[src/rtl/arith_pkg.sv]
// Shared definitions for the multi-cycle arithmetic unit: ALU_FUN codes, divider states and
// parameter sanity checks.
package arith_pkg;

  localparam logic [1:0] ARITH_ADD = 2'b00;
  localparam logic [1:0] ARITH_SUB = 2'b01;
  localparam logic [1:0] ARITH_MUL = 2'b10;
  localparam logic [1:0] ARITH_DIV = 2'b11;

  typedef enum logic [1:0] {IDLE, LOAD, ITER, FIX} div_state_t;

  function automatic bit widths_ok(int in_w, int out_w);
    return (in_w >= 4) && (out_w == 2 * in_w);
  endfunction

endpackage

[src/rtl/arith_unit_mc_if.sv]
// Request/result bundle of the arithmetic unit; master issues requests, slave is the unit.
interface arith_unit_mc_if #(
  parameter int IN_WIDTH  = 16,
  parameter int OUT_WIDTH = 2 * IN_WIDTH
);
  logic signed [IN_WIDTH-1:0]  A;
  logic signed [IN_WIDTH-1:0]  B;
  logic [1:0]                  ALU_FUN;
  logic                        Arith_Enable;
  logic                        Busy;
  logic signed [OUT_WIDTH-1:0] Arith_OUT;
  logic                        Carry_OUT;
  logic                        Overflow;
  logic                        Div_Zero;
  logic                        Arith_Flag;

  modport master (
    output A, B, ALU_FUN, Arith_Enable,
    input  Busy, Arith_OUT, Carry_OUT, Overflow, Div_Zero, Arith_Flag
  );

  modport slave (
    input  A, B, ALU_FUN, Arith_Enable,
    output Busy, Arith_OUT, Carry_OUT, Overflow, Div_Zero, Arith_Flag
  );
endinterface

[src/rtl/arith_seq_div.sv]
// Iterative signed restoring divider, truncating toward zero. With ARITH_SAT_EN defined,
// MIN / -1 returns quotient MAX instead of MIN.
module arith_seq_div import arith_pkg::*; #(
  parameter int IN_WIDTH = 16
) (
  input  logic                CLK,
  input  logic                RST,
  input  logic                start,
  input  logic [IN_WIDTH-1:0] a,
  input  logic [IN_WIDTH-1:0] b,
  output logic                busy,
  output logic                done,
  output logic [IN_WIDTH-1:0] quot,
  output logic [IN_WIDTH-1:0] rem,
  output logic                dz,
  output logic                ovf
);
  localparam int N    = IN_WIDTH;
  localparam int CntW = $clog2(IN_WIDTH);
  localparam logic [N-1:0] MinVal = {1'b1, {(N-1){1'b0}}};

  div_state_t      state_q, state_d;
  logic [N-1:0]    a_q, b_q, quot_q, quot_d, rem_q, rem_d, dvs_q, dvs_d;
  logic [CntW-1:0] cnt_q, cnt_d;
  logic [N-1:0]    abs_a, abs_b, src_rem, src_quot, dvs_cur, step_rem, step_quot;
  logic [N:0]      sh, trial;

  assign dz    = (b == '0);
  assign abs_a = a_q[N-1] ? -a_q : a_q;
  assign abs_b = b_q[N-1] ? -b_q : b_q;

  // LOAD performs the first restoring step straight from the magnitudes, ITER does the rest.
  assign src_rem   = (state_q == LOAD) ? '0    : rem_q;
  assign src_quot  = (state_q == LOAD) ? abs_a : quot_q;
  assign dvs_cur   = (state_q == LOAD) ? abs_b : dvs_q;
  assign sh        = {src_rem, src_quot[N-1]};
  assign trial     = sh - {1'b0, dvs_cur};
  assign step_rem  = trial[N] ? sh[N-1:0] : trial[N-1:0];
  assign step_quot = {src_quot[N-2:0], ~trial[N]};

  always_comb begin
    state_d = state_q;
    rem_d   = rem_q;
    quot_d  = quot_q;
    dvs_d   = dvs_q;
    cnt_d   = cnt_q;
    unique case (state_q)
      IDLE: if (start && !dz) state_d = LOAD;
      LOAD: begin
        rem_d   = step_rem;
        quot_d  = step_quot;
        dvs_d   = abs_b;
        cnt_d   = CntW'(N - 2);
        state_d = ITER;
      end
      ITER: begin
        rem_d  = step_rem;
        quot_d = step_quot;
        if (cnt_q == '0) state_d = FIX;
        else             cnt_d   = cnt_q - 1'b1;
      end
      FIX:     state_d = IDLE;
      default: state_d = IDLE;
    endcase
  end

  always_ff @(posedge CLK) begin
    if (RST) begin
      state_q <= IDLE;
      a_q     <= '0;
      b_q     <= '0;
      rem_q   <= '0;
      quot_q  <= '0;
      dvs_q   <= '0;
      cnt_q   <= '0;
    end else begin
      state_q <= state_d;
      rem_q   <= rem_d;
      quot_q  <= quot_d;
      dvs_q   <= dvs_d;
      cnt_q   <= cnt_d;
      if (state_q == IDLE && start && !dz) begin
        a_q <= a;
        b_q <= b;
      end
    end
  end

  assign busy = (state_q != IDLE);
  assign done = (state_q == FIX);
  assign ovf  = (a_q == MinVal) && (b_q == '1);

  // The magnitude of MIN / -1 is 2^(N-1), which already reads back as MIN when wrapping.
  always_comb begin
    quot = (a_q[N-1] ^ b_q[N-1]) ? -quot_q : quot_q;
    rem  = a_q[N-1] ? -rem_q : rem_q;
`ifdef ARITH_SAT_EN
    if (ovf) quot = {1'b0, {(N-1){1'b1}}};
`endif
  end

endmodule

[src/rtl/arith_unit_mc.sv]
// Signed ADD/SUB/MUL in one cycle and iterative DIV behind a valid/busy handshake.
// Define ARITH_SAT_EN to saturate ADD/SUB on signed overflow instead of wrapping.
module arith_unit_mc import arith_pkg::*; #(
  parameter int IN_WIDTH  = 16,
  parameter int OUT_WIDTH = 2 * IN_WIDTH
) (
  input logic            CLK,
  input logic            RST,
  arith_unit_mc_if.slave bus
);
  localparam int N = IN_WIDTH;

  if (!widths_ok(IN_WIDTH, OUT_WIDTH)) begin : g_width_chk
    $error("arith_unit_mc: need IN_WIDTH >= 4 and OUT_WIDTH == 2*IN_WIDTH");
  end

  logic                 accept, div_start, div_busy, div_done, div_dz, div_ovf;
  logic [N-1:0]         div_quot, div_rem, add_res, sub_res;
  logic [N:0]           add_sum, sub_diff;
  logic                 add_ovf, sub_ovf;
  logic signed [OUT_WIDTH-1:0] a_ext, b_ext, prod;
  logic [OUT_WIDTH-1:0] out_q, out_d;
  logic                 carry_q, carry_d, ovf_q, ovf_d, dz_q, dz_d, flag_q, flag_d;

  assign accept   = bus.Arith_Enable && !div_busy;
  assign add_sum  = {1'b0, bus.A} + {1'b0, bus.B};
  assign sub_diff = {1'b0, bus.A} - {1'b0, bus.B};
  assign add_ovf  = (bus.A[N-1] == bus.B[N-1]) && (add_sum[N-1] != bus.A[N-1]);
  assign sub_ovf  = (bus.A[N-1] != bus.B[N-1]) && (sub_diff[N-1] != bus.A[N-1]);

`ifdef ARITH_SAT_EN
  // Overflow direction always follows the sign of A for both ADD and SUB.
  assign add_res = add_ovf ? {bus.A[N-1], {(N-1){~bus.A[N-1]}}} : add_sum[N-1:0];
  assign sub_res = sub_ovf ? {bus.A[N-1], {(N-1){~bus.A[N-1]}}} : sub_diff[N-1:0];
`else
  assign add_res = add_sum[N-1:0];
  assign sub_res = sub_diff[N-1:0];
`endif

  assign a_ext = $signed({{(OUT_WIDTH-N){bus.A[N-1]}}, bus.A});
  assign b_ext = $signed({{(OUT_WIDTH-N){bus.B[N-1]}}, bus.B});
  assign prod  = a_ext * b_ext;

  arith_seq_div #(.IN_WIDTH(IN_WIDTH)) u_div (
    .CLK   (CLK),
    .RST   (RST),
    .start (div_start),
    .a     (bus.A),
    .b     (bus.B),
    .busy  (div_busy),
    .done  (div_done),
    .quot  (div_quot),
    .rem   (div_rem),
    .dz    (div_dz),
    .ovf   (div_ovf)
  );

  always_comb begin
    out_d     = out_q;
    carry_d   = carry_q;
    ovf_d     = ovf_q;
    dz_d      = dz_q;
    flag_d    = 1'b0;
    div_start = 1'b0;
    if (div_done) begin
      out_d   = {div_rem, div_quot};
      carry_d = 1'b0;
      ovf_d   = div_ovf;
      dz_d    = 1'b0;
      flag_d  = 1'b1;
    end else if (accept) begin
      unique case (bus.ALU_FUN)
        ARITH_ADD: begin
          out_d   = {{N{add_res[N-1]}}, add_res};
          carry_d = add_sum[N];
          ovf_d   = add_ovf;
          dz_d    = 1'b0;
          flag_d  = 1'b1;
        end
        ARITH_SUB: begin
          out_d   = {{N{sub_res[N-1]}}, sub_res};
          carry_d = sub_diff[N];
          ovf_d   = sub_ovf;
          dz_d    = 1'b0;
          flag_d  = 1'b1;
        end
        ARITH_MUL: begin
          out_d   = prod;
          carry_d = 1'b0;
          ovf_d   = 1'b0;
          dz_d    = 1'b0;
          flag_d  = 1'b1;
        end
        ARITH_DIV: begin
          div_start = 1'b1;
          // Divide-by-zero never enters the divider and completes like a one-cycle op.
          if (div_dz) begin
            out_d   = {bus.A, {N{1'b1}}};
            carry_d = 1'b0;
            ovf_d   = 1'b0;
            dz_d    = 1'b1;
            flag_d  = 1'b1;
          end
        end
        default: ;
      endcase
    end
  end

  always_ff @(posedge CLK) begin
    if (RST) begin
      out_q   <= '0;
      carry_q <= 1'b0;
      ovf_q   <= 1'b0;
      dz_q    <= 1'b0;
      flag_q  <= 1'b0;
    end else begin
      out_q   <= out_d;
      carry_q <= carry_d;
      ovf_q   <= ovf_d;
      dz_q    <= dz_d;
      flag_q  <= flag_d;
    end
  end

  assign bus.Busy       = div_busy;
  assign bus.Arith_OUT  = out_q;
  assign bus.Carry_OUT  = carry_q;
  assign bus.Overflow   = ovf_q;
  assign bus.Div_Zero   = dz_q;
  assign bus.Arith_Flag = flag_q;

endmodule

[src/flat_wrapper.sv]
// flat-port wrapper written by rule: the top's interface ports become plain ports
module arith_unit_mc_flat import arith_pkg::*;
#(
  parameter int IN_WIDTH  = 16,
  parameter int OUT_WIDTH = 2 * IN_WIDTH
)
  (CLK, RST, bus_A, bus_B, bus_ALU_FUN, bus_Arith_Enable, bus_Busy, bus_Arith_OUT, bus_Carry_OUT, bus_Overflow, bus_Div_Zero, bus_Arith_Flag);
  arith_unit_mc_if #(.IN_WIDTH(IN_WIDTH), .OUT_WIDTH(OUT_WIDTH)) bus_i ();
  input logic CLK;
  input logic RST;
  input wire logic [$bits(bus_i.A)-1:0] bus_A;
  input wire logic [$bits(bus_i.B)-1:0] bus_B;
  input wire logic [$bits(bus_i.ALU_FUN)-1:0] bus_ALU_FUN;
  input wire logic [$bits(bus_i.Arith_Enable)-1:0] bus_Arith_Enable;
  output wire logic [$bits(bus_i.Busy)-1:0] bus_Busy;
  output wire logic [$bits(bus_i.Arith_OUT)-1:0] bus_Arith_OUT;
  output wire logic [$bits(bus_i.Carry_OUT)-1:0] bus_Carry_OUT;
  output wire logic [$bits(bus_i.Overflow)-1:0] bus_Overflow;
  output wire logic [$bits(bus_i.Div_Zero)-1:0] bus_Div_Zero;
  output wire logic [$bits(bus_i.Arith_Flag)-1:0] bus_Arith_Flag;
  assign bus_i.A = bus_A;
  assign bus_i.B = bus_B;
  assign bus_i.ALU_FUN = bus_ALU_FUN;
  assign bus_i.Arith_Enable = bus_Arith_Enable;
  assign bus_Busy = bus_i.Busy;
  assign bus_Arith_OUT = bus_i.Arith_OUT;
  assign bus_Carry_OUT = bus_i.Carry_OUT;
  assign bus_Overflow = bus_i.Overflow;
  assign bus_Div_Zero = bus_i.Div_Zero;
  assign bus_Arith_Flag = bus_i.Arith_Flag;
  arith_unit_mc #(.IN_WIDTH(IN_WIDTH), .OUT_WIDTH(OUT_WIDTH)) u_core (.CLK(CLK), .RST(RST), .bus(bus_i));
endmodule
[config.mk]
export PLATFORM = sky130hd
export DESIGN_NAME = arith_unit_mc_flat
export DESIGN_NICKNAME = d
export VERILOG_FILES = /design/src/rtl/arith_pkg.sv /design/src/rtl/arith_unit_mc_if.sv /design/src/rtl/arith_seq_div.sv /design/src/rtl/arith_unit_mc.sv /design/src/flat_wrapper.sv
export SDC_FILE = /design/constraint.sdc
export NUM_CORES = 1
export LEC_CHECK = 0
export CAP_MARGIN = 30
export CORE_UTILIZATION = 45
export CTS_BUF_LIST = sky130_fd_sc_hd__clkbuf_2
export CTS_CLUSTER_SIZE = 28
export DETAILED_ROUTE_END_ITERATION = 7
export HOLD_SLACK_MARGIN = 0.15
export PLACE_DENSITY = 0.73
export SYNTH_ARGS = -nofsm -noshare
export SYNTH_HDL_FRONTEND = slang
export SYNTH_HIERARCHICAL = 1
export SYNTH_SLANG_ARGS = --single-unit
[constraint.sdc]
create_clock -name CLK -period 10.4 [get_ports CLK]
set_input_delay 2.6 -clock CLK [delete_from_list [all_inputs] [get_ports CLK]]
set_output_delay 2.6 -clock CLK [all_outputs]
set_load 0.01 [all_outputs]
After elaboration in Yosys (flattened, before gate mapping)
Index checks and enable logic that the tools add are counted.

Add/sub/neg operators: 8. $mul: 1. Eq/ne operators: 17. Muxes and demuxes: 31. Bitwise gates (word level): 2. Reduce and logical (&&, ||, !) cells: 23.

Operators by type and width (count): 16-bit 2-to-1 mux (8); 32-bit case mux with 4 select lines (1); 32-bit 2-to-1 mux (3); 16-bit negator (4); 16-bit == test, second input constant (2); 16-bit by 16-bit multiplier with 32-bit output (1); 16-bit by 16-bit adder with 17-bit output (1); 16-bit by 16-bit subtractor with 17-bit output (1); 17-bit by 16-bit subtractor with 17-bit output (1); 16-bit zero test (1); 1-bit 2-to-1 mux (10); 2-bit == test, second input constant (4); 2-bit != test, second input constant (4); 1-bit case mux with 4 select lines (2); 2-bit case mux with 4 select lines (1); 4-bit case mux with 2 select lines (1); 2-bit AND reduction (4); 1-bit logical AND (7); 2-bit nonzero test (3); 2-bit by 1-bit == test with 1-bit output, second input constant (2); 2-bit zero test (2); 4-bit zero test (1); 2-bit 2-to-1 mux (2); 4-bit 2-to-1 mux (1); other kinds (10) (15).

Register bits: 122. Bits of input ports: 37. Output and inout bits: 37. Word-level logic and storage cells: 94.

Logic depth before layout (Yosys ltp)
Gate-level depths: netlist of the first run.

Depth in word-level cells: 8. Depth in mapped cells: 24. Gate-level depth less buffers: 23.

By module
Netlist of the first run, hierarchy kept.

By module, submodules not included: arith_unit_mc (times used 1, cells an instance 1580, area each 13276.5 µm², sequential area each 720.7 µm²); arith_seq_div (times used 1, cells an instance 825, area each 6157.2 µm², sequential area each 1721.7 µm²).

Least setup slack after synthesis of the first run
OpenSTA, ideal clock, no wires.

Path type: input port to flip-flop. Start: input bus_B[1]. End: register u_core.out_q[31] (netlist: u_core/bus.Arith_OUT[31]). Setup time: 0.132 ns. Arrival time: 8.274 ns. Required time: 10.268 ns. Slack: 1.994 ns. Stages on the path: 20. Buffers on the path: 1. Cell sequence: clkbuf_1 -> nand2_1 -> inv_1 -> fa_1 -> fa_1 -> fa_1 -> fa_1 -> fa_1 -> inv_1 -> fa_1 -> inv_1 -> ha_1 -> nand3_1 -> or3_1 -> a211oi_1 -> o21ai_1 -> a311oi_1 -> xnor2_1 -> a221oi_1 -> nor3_1.

Cells in the longest elaborated chain, start to end: 4. Elaborated cells between the ends (all ways): 9. Those cells by class: 2 x add/sub; 1 x mul; 1 x eq/ne; 3 x mux; 2 x reduce/logical.

Ends and longest elaborated chain: start, declared (RTL line flat_wrapper.sv:12) `input wire logic [$bits(bus_i.B)-1:0] bus_B;`; 16-bit by 16-bit multiplier with 32-bit output, or another cell as far along (RTL line arith_unit_mc.sv:42) `assign prod = a_ext * b_ext;`; 32-bit case mux with 4 select lines (RTL line arith_unit_mc.sv:72) `unique case (bus.ALU_FUN)`; 32-bit 2-to-1 mux (RTL line arith_unit_mc.sv:71) `end else if (accept) begin`; 32-bit 2-to-1 mux (RTL line arith_unit_mc.sv:65) `if (div_done) begin`; end signal, assigned (RTL line arith_unit_mc.sv:118) `out_q <= out_d;`; end, declared (RTL line arith_unit_mc.sv:22) `logic [OUT_WIDTH-1:0] out_q, out_d;`.

Parallel ways exist; a longest one is shown, timed or not. The select of a mux whose other input is x is not followed. A chain may end at the register's enable or synchronous reset.

Worst setup path in the final report of the first run
Start: input bus_B[10]. End: register u_core.out_q[31] (netlist: u_core/bus.Arith_OUT[31]).

Same word-level chain as after synthesis.

==> results of run 1 <==
==> stage by stage <==
step | setup WS (ns) | cell area [um2] | hold WS (ns)
floorplan | 1.99 | 19400 | 0.449
global placement | 0.908 | 20700 | 0.460
detailed placement | 0.800 | 20800 | 0.469
CTS | 1.56 | 21000 | 0.489
global route | 1.19 | 21000 | 0.521
finish | 1.45 | 21000 | 0.494
==> cells in the mapped netlist, types with 4 or more instances <==
cell | n | area, um2
a2111oi_0 | 4 | 35.0
a211o_1 | 5 | 43.8
a211oi_1 | 35 | 263
a21o_1 | 11 | 82.6
a21oi_1 | 162 | 811
a21oi_2 | 4 | 35.0
a221o_1 | 5 | 50.1
a221oi_1 | 8 | 70.1
a22oi_1 | 8 | 60.1
a311oi_1 | 11 | 96.3
a31o_2 | 4 | 35.0
a31oi_1 | 20 | 125
and2_1 | 102 | 638
and3_1 | 6 | 37.5
buf_1 | 7 | 26.3
buf_2 | 7 | 35.0
buf_4 | 5 | 37.5
clkbuf_1 | 104 | 390
dfxtp_1 | 122 | 2440
fa_1 | 265 | 5310
ha_1 | 139 | 1740
inv_1 | 347 | 1300
mux2i_1 | 24 | 240
nand2_1 | 289 | 1080
nand2b_1 | 26 | 163
nand3_1 | 25 | 125
nand4_1 | 14 | 87.6
nor2_1 | 218 | 818
nor2b_1 | 25 | 156
nor3_1 | 36 | 180
nor4_1 | 17 | 106
o2111ai_1 | 6 | 52.6
o211ai_1 | 5 | 37.5
o21a_1 | 7 | 52.6
o21ai_0 | 72 | 360
o21ai_1 | 9 | 45.0
o221ai_1 | 6 | 52.6
o311ai_0 | 7 | 61.3
o31ai_1 | 17 | 128
o41ai_1 | 5 | 43.8
or3_1 | 10 | 62.6
or4_1 | 8 | 60.1
xnor2_1 | 60 | 526
xor2_1 | 58 | 508
==> flip-flops by register name, indices dropped and copies added, names as in the netlist <==
name,count
u_core/bus.Arith_OUT,32
u_core/u_div/cnt_q,4
u_core/u_div/b_q,16
u_core/u_div/quot_q,16
u_core/bus.Arith_Flag,1
u_core/bus.Overflow,1
u_core/u_div/rem_q,16
u_core/u_div/dvs_q,16
u_core/bus.Carry_OUT,1
u_core/bus.Div_Zero,1
u_core/u_div/a_q,16
u_core/u_div/state_q,2
==> worst reg2reg max path, delay by kind of cell (launching register included) <==
kind                     cells  cell delay, ns
AO/OA/AOI/OAI                8            1.73
adder cells (fa/ha/maj)      3            1.27
AND/OR/NAND/NOR              5            1.22
buffers and inverters        3            1.10
flip-flops                   1            0.38
==> layer usage <==
layer	up-vias	wire, um
met1	8351	24400
met3	131	4940
met5	-	13
met2	782	26900
li1	7884	-
met4	2	2100
==> worst paths after layout <==
| check | from | endpoint | slack [ns] |
|---|---|---|---|
| worst min register to register | u_core/u_div/a_q[13] | u_core/u_div/a_q[13] | 0.49 |
| worst min-delay path | u_core/u_div/a_q[13] | u_core/u_div/a_q[13] | 0.49 |
| worst max register to register | u_core/u_div/state_q[1] | u_core/u_div/rem_q[14] | 4.60 |
| worst max-delay path | bus_B[10] | u_core/bus.Arith_OUT[31] | 1.45 |
==> cell families (layout without fill, tap and decap cells) <==
logic type / Yosys count / after routing
mux: 28 / 28
buf+inv: 476 / 508
other cells: 0 / 2
flops: 122 / 122
compound gates: 450 / 450
simple gates: 806 / 806
fa+ha+maj: 404 / 404
xor+xnor: 119 / 119
==> layout make-up <==
type	instances	area share, %
tap	539	3.21
multi-input combinational	1807	72.2
clock inverter	13	0.839
sequential	122	11.6
clock buffer	19	0.452
antenna	2	0.0238
inverter	351	6.27
timing repair buffer	125	5.41
==> metrics.md, run 1 <==
| Metric | Value |
|---|---|
| Status | `finished, violations left` |
| Violations in the final reports | `DRC` |
| Final hold vios | `0` |
| Congestion Overflow GR | `0` |
| Number of synthesis warnings | `6` |
| Post-CTS setup buffers | `0` |
| CP Cell Sequence | `clkdlybuf4s50_1 > inv_1 > nor2_1 > fa_1 > fa_1 > fa_1 > fa_1 > fa_1 > fa_1 > ha_1 > nand3_1 > or3_1 > a211oi_1 > o21ai_1 > a311oi_1 > xnor2_1 > a221oi_1 > nor3_1` |
| CP max stage cell | `clkdlybuf4s50_1` |
| RSZ-0062 raised after global routing | `no` |
| GR Layer Usage met2 | `between 40 and 50%` |
| Layout cell share with drive strength beyond 1 | `~5.3%` |
| Initial antenna violation count | `3` |
| Worst Hold Depth | `2` |
| CTS tree | `done` |
| Max clock buf depth | `2` |
| Worst r2r path cells | `19` |
| Simple-gate area share of the yosys netlist | `19.6%` |
| Most common cell after layout, fill and taps aside | `inv_1` |
| Post-layout minimum cycle time | `8.95 ns` |
| WS Path Type | `in -> reg` |
| Worst path bufs/invs | `2` |
| Compound-Gate Fraction of Synth Area | `15.3%` |
| Dpl cells | `2944` |
| Total iterations of the first detailed-routing run | `7` |
| CP Launch Type | `input port` |
| Mean Syn Cell Area | `8.08 um2` |
| Hold-fix buffers, CTS | `0` |
| Largest net degree at the start of global routing | `77` |
| Routed Antenna Nets | `0` |
| Clk pin slew, worst setup/hold paths | `between 0.15 and 0.2 ns` |
| Post-Route Utilization | `49.8%` |
| Setup total negative slack | `0 ns` |
| Vias/cell | `~5.8` |
| Post-Synthesis Cells | `roughly 2400` |
| Chip Width | `between 200 and 250 um` |
| Critical path required time | `roughly 11 ns` |
| Max FO, Critical Path | `11` |
| Yosys reg bits | `122` |
| HPWL after detailed placement | `46.2 mm` |
| Initial core utilization | `between 40% and 50%` |
| Most common cell on crit path | `fa_1` |
| Max Cap Viol | `0` |
| Multi-input gate area | `approximately 15000 um2` |
| Total Wirelength | `between 50 and 60 mm` |
| Type of the most critical hold path | `reg -> reg` |
| Synth Cell Area | `between 15000 and 20000 um2` |
| Synthesized Nets | `roughly 2800` |
| CP endpoint kind | `flop` |
| Clk_skew | `~0.029 ns` |
| Main flop type after synthesis | `dfxtp_1` |
| # setup viols final | `0` |
| Xor and xnor area share after synthesis | `5.40%` |
| Max-slew violations | `0` |
| Mux contribution to synthesized area | `roughly 1.5%` |
| Gr busiest metal | `met2` |
| Htree depth | `4` |
| Chip height | `roughly 210 um` |
| Least-Margin Pin Slew | `slightly above 1 ns` |
| Core box area | `42200 um2` |
| Final cell count without fillers | `2978` |
| Grt met3 use | `4.22%` |
| # rows | `75` |
| Levels on crit path | `18` |
| Slew Limit Headroom | `32.6%` |
| Worst path arrival time | `9.52 ns` |
| Vias in the first global route | `roughly 17000` |
| Die area | `about 44000 um2` |
| Main combinational cell family by area after synthesis | `adder cells` |
| WL per Instance | `between 15 and 20 um` |
| Post-synth EDFFs | `0` |
| Remaining DRCs | `1` |
| Port bufs | `73` |
| Num CTS Buffers | `17` |
| All-Layer GR Usage | `a little over a quarter` |
| Final Cycle Share | `between 80% and 90%` |
| Via count | `~17000` |
| Fill cell count | `around 4000` |
| Storage element area | `approximately 2400 um2` |
| Top delay family on crit path | `adder cells` |
| Post-cts sizing count | `0` |
| Nets | `about 2900` |
| Clock root buffer | `clkbuf_2` |
| Ports | `74` |
| P&R area growth vs syn | `8.20%` |
| CTS Sinks | `roughly 120` |
| Gp weighted congestion | `0.968` |
| Number of library cell types mapped by synthesis | `100` |
| Starting DRT DRC Count | `between 1500 and 2000` |
| Max incr delay on CP | `around 0.99 ns` |
| Max Clk Rate | `0.112 GHz` |
| GRT met1 Usage | `36.3%` |
| Post-synthesis adder-cell area fraction | `a little over a third` |
| Worst skew pair latency | `0.71 ns` |
| Commonest cells after routing, fill and taps aside | `347 x inv_1, 289 x nand2_1, 265 x fa_1, 217 x nor2_1, 162 x a21oi_1` |
| Ys async rst share | `0%` |
| First-pass GRT wire length | `between 90 and 100 mm` |
| Register area share after synthesis | `12.6%` |
Power of run 1 is left out: the tool's default activity adds up to more than one toggle a clock period on the data nets, which glitch-free logic cannot reach.
==> inputs of run 2 (changes only) <==
--- a/config.mk
+++ b/config.mk
@@ -11,8 +11,7 @@
 export CTS_CLUSTER_SIZE = 28
 export DETAILED_ROUTE_END_ITERATION = 7
 export HOLD_SLACK_MARGIN = 0.15
-export PLACE_DENSITY = 0.73
+export PLACE_DENSITY = 0.7
 export SYNTH_ARGS = -nofsm -noshare
 export SYNTH_HDL_FRONTEND = slang
-export SYNTH_HIERARCHICAL = 1
 export SYNTH_SLANG_ARGS = --single-unit
==> run 2 against run 1 <==
- the flow now finishes without violations
- synthesized cell count decreased by 6.2%
- register-to-register slack improved by 1.1 ns
- first-iteration DRC count decreased by 9.3%
- hold slack improved by 0.017 ns
- clock-buffer cell count unchanged
- clock skew decreased by 0.0049 ns
==> metrics.md, run 2 <==
| Metric | Value |
|---|---|
| HPWL after detailed placement | `between 40 and 50 mm` |
| Number of synthesis warnings | `0` |
| Gp weighted congestion | `between 0.9 and 1` |
| Slew Limit Headroom | `32.3%` |
| Chip height | `about 210 um` |
| Max Cap Viol | `0` |
| Largest register FFs | `32` |
| Htree depth | `4` |
| Core box area | `between 40000 and 50000 um2` |
| Number of library cell types mapped by synthesis | `80` |
| Final Cycle Share | `86.5%` |
| # setup viols final | `0` |
| Layout cell share with drive strength beyond 1 | `4.36%` |
| Status | `finished, final reports clean` |
| Vias/cell | `5.78` |
| CP Launch Type | `input port` |
| Routed Antenna Nets | `0` |
| Remaining DRCs | `0` |
| CTS Sinks | `about 120` |
| Clk pin slew, worst setup/hold paths | `0.16 ns` |
| Worst skew pair latency | `just under 0.7 ns` |
| Synth Cell Area | `around 19000 um2` |
| Synth top area share | `28.3%` |
| Most common cell after layout, fill and taps aside | `inv_1` |
| Initial core utilization | `between 40% and 50%` |
| Hold-fix buffers, CTS | `0` |
| WL per Instance | `~20 um` |
| Fill cell count | `~4000` |
| RSZ-0062 raised after global routing | `no` |
| Type of the most critical hold path | `reg -> reg` |
| Via count | `roughly 16000` |
| Commonest cells after routing, fill and taps aside | `345 x inv_1, 265 x fa_1, 253 x nor2_1, 197 x nand2_1, 140 x ha_1` |
| Post-CTS setup buffers | `0` |
| P&R area growth vs syn | `7.87%` |
| Initial antenna violation count | `0` |
| Yosys reg bits | `between 100 and 150` |
| Mean Syn Cell Area | `slightly above 8 um2` |
| All-Layer GR Usage | `27.9%` |
| Total Wirelength | `about 57 mm` |
| Die area | `approximately 42000 um2` |
| Area contributors post-synth | `fa_1 28%, dfxtp_1 13%, ha_1 9.5%, inv_1 6.9%, nor2_1 5.1%` |
| Least-Margin Pin Slew | `around 1 ns` |
| Max clock buf depth | `2` |
| Max-slew violations | `0` |
| Post-cts sizing count | `0` |
| Total iterations of the first detailed-routing run | `6` |
| Leading area contributor after synthesis | `fa_1` |
| Register area share after synthesis | `roughly an eighth` |
| CTS tree | `done` |
| Critical path required time | `roughly 11 ns` |
| Setup total negative slack | `0 ns` |
| WS Path Type | `in -> reg` |
| Post-Route Utilization | `between 40 and 50%` |
| Largest net degree at the start of global routing | `68` |
| Post-layout minimum cycle time | `between 8 and 9 ns` |
| Vias in the first global route | `~17000` |
| CP endpoint kind | `flop` |
| Worst path arrival time | `9.54 ns` |
| Post-synth EDFFs | `0` |
| Post-Synthesis Cells | `around 2300` |
| Clk_skew | `about 0.024 ns` |
| Ys async rst share | `0%` |
| Final hold vios | `0` |
| Top-count cell post-synth | `inv_1` |
| Max Clk Rate | `between 0.1 and 0.15 GHz` |
| Synth top cells by count | `345 x inv_1, 265 x fa_1, 253 x nor2_1, 198 x nand2_1, 142 x ha_1` |
| Ports | `74` |
| First-pass GRT wire length | `between 90 and 100 mm` |
| ANT cells | `0` |
| Main flop type after synthesis | `dfxtp_1` |
| Num CTS Buffers | `17` |
| Port bufs | `73` |
| Synthesized Nets | `2699` |
| Chip Width | `between 200 and 250 um` |
| Starting DRT DRC Count | `~1400` |
| Congestion Overflow GR | `0` |
| Clock root buffer | `clkbuf_2` |
| Max FO, Critical Path | `12` |
| # rows | `74` |
| Nets | `~2700` |
==> run 2: cell types whose count changed after synthesis, moves of 9 or more <==
cell	delta
a21oi_1	-34
a221o_1	+9
and2_1	-11
clkbuf_1	-16
mux2i_1	+20
nand2_1	-91
nand2b_1	-12
nand3_1	-13
nor2_1	+35
o21ai_0	-18
==> run 2: final timing paths <==
path                                         startpoint                        to  slack (ns)  cells after the start
worst max-delay path                           bus_A[9]  u_core.bus.Arith_OUT[31]        1.40                     21
worst min-delay path             u_core.u_div.dvs_q[11]    u_core.u_div.dvs_q[11]        0.51                      2
worst max register to register  u_core.u_div.state_q[1]    u_core.u_div.rem_q[13]        5.69                     15
worst min register to register   u_core.u_div.dvs_q[11]    u_core.u_div.dvs_q[11]        0.51                      2
==> run 2: critical path, cell delays in order <==
cell and delay, ns:
clkdlybuf4s50_1 1.00, ha_1 0.40, inv_1 0.12, fa_1 0.50
inv_1 0.06, fa_1 0.48, fa_1 0.59, fa_1 0.44
fa_1 0.49, inv_1 0.05, fa_1 0.47, inv_1 0.04
ha_1 0.37, a21o_1 0.24, a31o_2 0.27, a222oi_1 0.32
nand2_1 0.11, o211a_1 0.26, o41ai_1 0.39, mux2i_1 0.24
a31oi_1 0.10
==> run 2: per-layer routing <==
layer | routed length (um) | part of all wire, % | up-vias | track usage [%]
li1 | - | - | 7416 | -
met1 | 23400 | 41 | 8064 | 36.6
met2 | 27100 | 48 | 717 | 46.7
met3 | 4230 | 7.4 | 136 | 3.93
met4 | 2280 | 4.0 | 0 | 10.1
met5 | 0 | 0 | - | 0
==> run 2: kinds of logic after synthesis <==
kind of cell,synth area share (%)
simple gates,17.7
fa+ha+maj,37.8
mux,2.47
xor+xnor,5.01
buf+inv,9.26
compound gates,14.7
flops,13.0
==> run 2: area by class of cell <==
| type | instances | area (um2) | area share [%] |
|---|---|---|---|
| repair buffers | 119 | 1070 | 5.32 |
| flip-flops and latches | 122 | 2440 | 12.1 |
| inverters | 348 | 1310 | 6.47 |
| well taps | 532 | 666 | 3.30 |
| clock inverters | 8 | 58.8 | 0.291 |
| multi-input cells | 1677 | 14600 | 72.1 |
| clock buffers | 19 | 95.1 | 0.471 |
==> run 2: through the flow <==
step	worst slack, ns	hold WS (ns)	cells	area [um2]
after floorplan	1.67	0.455	2255	18700
after global routing	1.22	0.551	2825	20200
after detailed placement	0.827	0.477	2798	20000
after global placement	0.912	0.475	2797	20000
after CTS	1.58	0.508	2825	20200
final	1.40	0.510	2825	20200
Power of run 2 is left out for the same reason.
==> inputs of run 3 (changes only) <==
--- a/config.mk
+++ b/config.mk
@@ -10,8 +10,10 @@
 export CTS_BUF_LIST = sky130_fd_sc_hd__clkbuf_2
 export CTS_CLUSTER_SIZE = 28
 export DETAILED_ROUTE_END_ITERATION = 7
+export DONT_BUFFER_PORTS = 1
 export HOLD_SLACK_MARGIN = 0.15
-export PLACE_DENSITY = 0.7
+export PLACE_DENSITY = 0.68
+export SETUP_SLACK_MARGIN = 0.4
 export SYNTH_ARGS = -nofsm -noshare
 export SYNTH_HDL_FRONTEND = slang
 export SYNTH_SLANG_ARGS = --single-unit
==> run 3 against run 2 <==
- design area is 4.6% lower
- critical endpoint is now u_core.bus.Arith_OUT[19]
- register-to-register slack worse by 0.74 ns
- utilization is 2.3 points lower
- critical path type unchanged
- setup slack better by 0.73 ns
- clock skew is 0.013 ns higher
- die area stayed put
- non-clock buffer count is 110 lower
- global-route usage is 0.59 points lower
- clock-buffer cell count is 2 lower
- via count is 1.8% lower
==> metrics.md, run 3 (synthesis results as in run 2) <==
| Metric | Value |
|---|---|
| Max Clk Rate | `about 0.12 GHz` |
| Nets | `around 2600` |
| Critical path required time | `11.03 ns` |
| Routed Antenna Nets | `0` |
| Worst path arrival time | `~9 ns` |
| Post-layout minimum cycle time | `about 8.3 ns` |
| Core box area | `just over 40000 um2` |
| Clock root buffer | `clkbuf_2` |
| Hold_sp | `u_core.u_div.dvs_q[5]` |
| Ports | `74` |
| Commonest cells after routing, fill and taps aside | `345 x inv_1, 265 x fa_1, 253 x nor2_1, 197 x nand2_1, 140 x ha_1` |
| Max FO, Critical Path | `11` |
| Clk pin slew, worst setup/hold paths | `0.21 ns` |
| Most common cell after layout, fill and taps aside | `inv_1` |
| Placed cell area | `about 19000 um2` |
| Chip height | `about 200 um` |
| Die area | `roughly 42000 um2` |
| CP endpoint kind | `flop` |
| Least-Margin Pin Slew | `just over 1 ns` |
| Setup total negative slack | `0 ns` |
| Total iterations of the first detailed-routing run | `6` |
| Largest register FFs | `32` |
| # setup viols final | `0` |
| Chip Width | `about 210 um` |
| CTS tree | `done` |
| WS Path Type | `in -> reg` |
| Congestion Overflow GR | `0` |
| Initial core utilization | `between 40% and 50%` |
| Starting DRT DRC Count | `roughly 1300` |
| Max clock buf depth | `2` |
| First-pass GRT wire length | `about 89 mm` |
| All-Layer GR Usage | `27.3%` |
| Max Cap Viol | `0` |
| Fin area | `19300 um2` |
| Crit path from | `bus_A[14]` |
| CP Launch Type | `input port` |
| Slew Limit Headroom | `32.5%` |
| RSZ-0062 raised after global routing | `no` |
| Vias in the first global route | `16171` |
| Clk_skew | `about 0.037 ns` |
| Num CTS Buffers | `17` |
| Final hold vios | `0` |
| Worst skew pair latency | `0.74 ns` |
| # rows | `between 70 and 80` |
| Total Wirelength | `between 50 and 60 mm` |
| Status | `finished, final reports clean` |
| P&R area growth vs syn | `2.91%` |
| RR Startpoint | `u_core.u_div.state_q[1]` |
| Remaining DRCs | `0` |
| CTS Sinks | `between 100 and 150` |
| Post-cts sizing count | `0` |
| Via count | `around 16000` |
| Htree depth | `4` |
| Largest net degree at the start of global routing | `~120` |
| WL per Instance | `between 20 and 25 um` |
| Layout cell share with drive strength beyond 1 | `between 3 and 4%` |
| Post-CTS setup buffers | `0` |
| Initial antenna violation count | `1` |
| HPWL after detailed placement | `roughly 43 mm` |
| Hold-fix buffers, CTS | `0` |
| Final Cycle Share | `between 70% and 80%` |
| Port bufs | `0` |
| Max-slew violations | `0` |
| Type of the most critical hold path | `reg -> reg` |
| Vias/cell | `5.90` |
| Gp weighted congestion | `approximately 0.96` |
run 3: changes by cell type in the layout (fill, tap and decap cells not counted):
cell,delta
inv_8,+1
clkinv_1,-5
diode_2,+1
clkinv_2,-1
inv_6,+3
clkbuf_2,-2
clkinvlp_4,+5
clkinv_4,+4
buf_4,-38
clkdlybuf4s50_1,-72
run 3: metrics by stage:
stage	utilization [%]	hold slack (ns)	worst slack (ns)	instances
detailed placement	46.5	0.481	1.38	2688
CTS	47.1	0.517	2.18	2720
global route	47.1	0.548	1.93	2720
floorplan	-	0.455	1.67	2255
finish	47.1	0.521	2.13	2721
global placement	46.5	0.476	1.38	2687
run 3: cell type report:
cell class / count / area (um2)
tap: 532 / 666
sequential: 122 / 2440
fill: 4025 / 21700
timing repair buffer: 9 / 67.6
antenna: 1 / 2.50
clock buffer: 17 / 85.1
clock inverter: 15 / 145
multi-input combinational: 1677 / 14600
inverter: 348 / 1310
run 3: routing by layer:
layer,vias to the layer above,wire [um],GRT usage (%)
met1,8101,23800,35.9
met3,117,3730,3.23
met5,-,0,0
met2,623,27000,46.8
met4,0,1740,7.96
li1,7203,-,-
run 3: path summary, 6_finish.rpt:
check | cells past startpoint | to | slack [ns]
worst max-delay path | 21 | u_core.bus.Arith_OUT[19] | 2.13
worst min register to register | 2 | u_core.u_div.dvs_q[5] | 0.52
worst max register to register | 16 | u_core.u_div.rem_q[10] | 4.95
worst min-delay path | 2 | u_core.u_div.dvs_q[5] | 0.52
run 3: worst max-delay path, stage by stage:
cell,delay (ns)
clkinv_1,0.27
nor2_1,0.26
fa_1,0.43
inv_1,0.14
fa_1,0.43
fa_1,0.52
inv_1,0.06
fa_1,0.51
fa_1,0.49
inv_1,0.05
fa_1,0.48
inv_1,0.05
ha_1,0.36
and3_1,0.28
and3_1,0.18
o2111ai_1,0.26
a21boi_1,0.52
o22ai_1,0.17
a221oi_1,0.48
nor3b_1,0.26
o21ai_0,0.11
Power of run 3 is left out for the same reason.
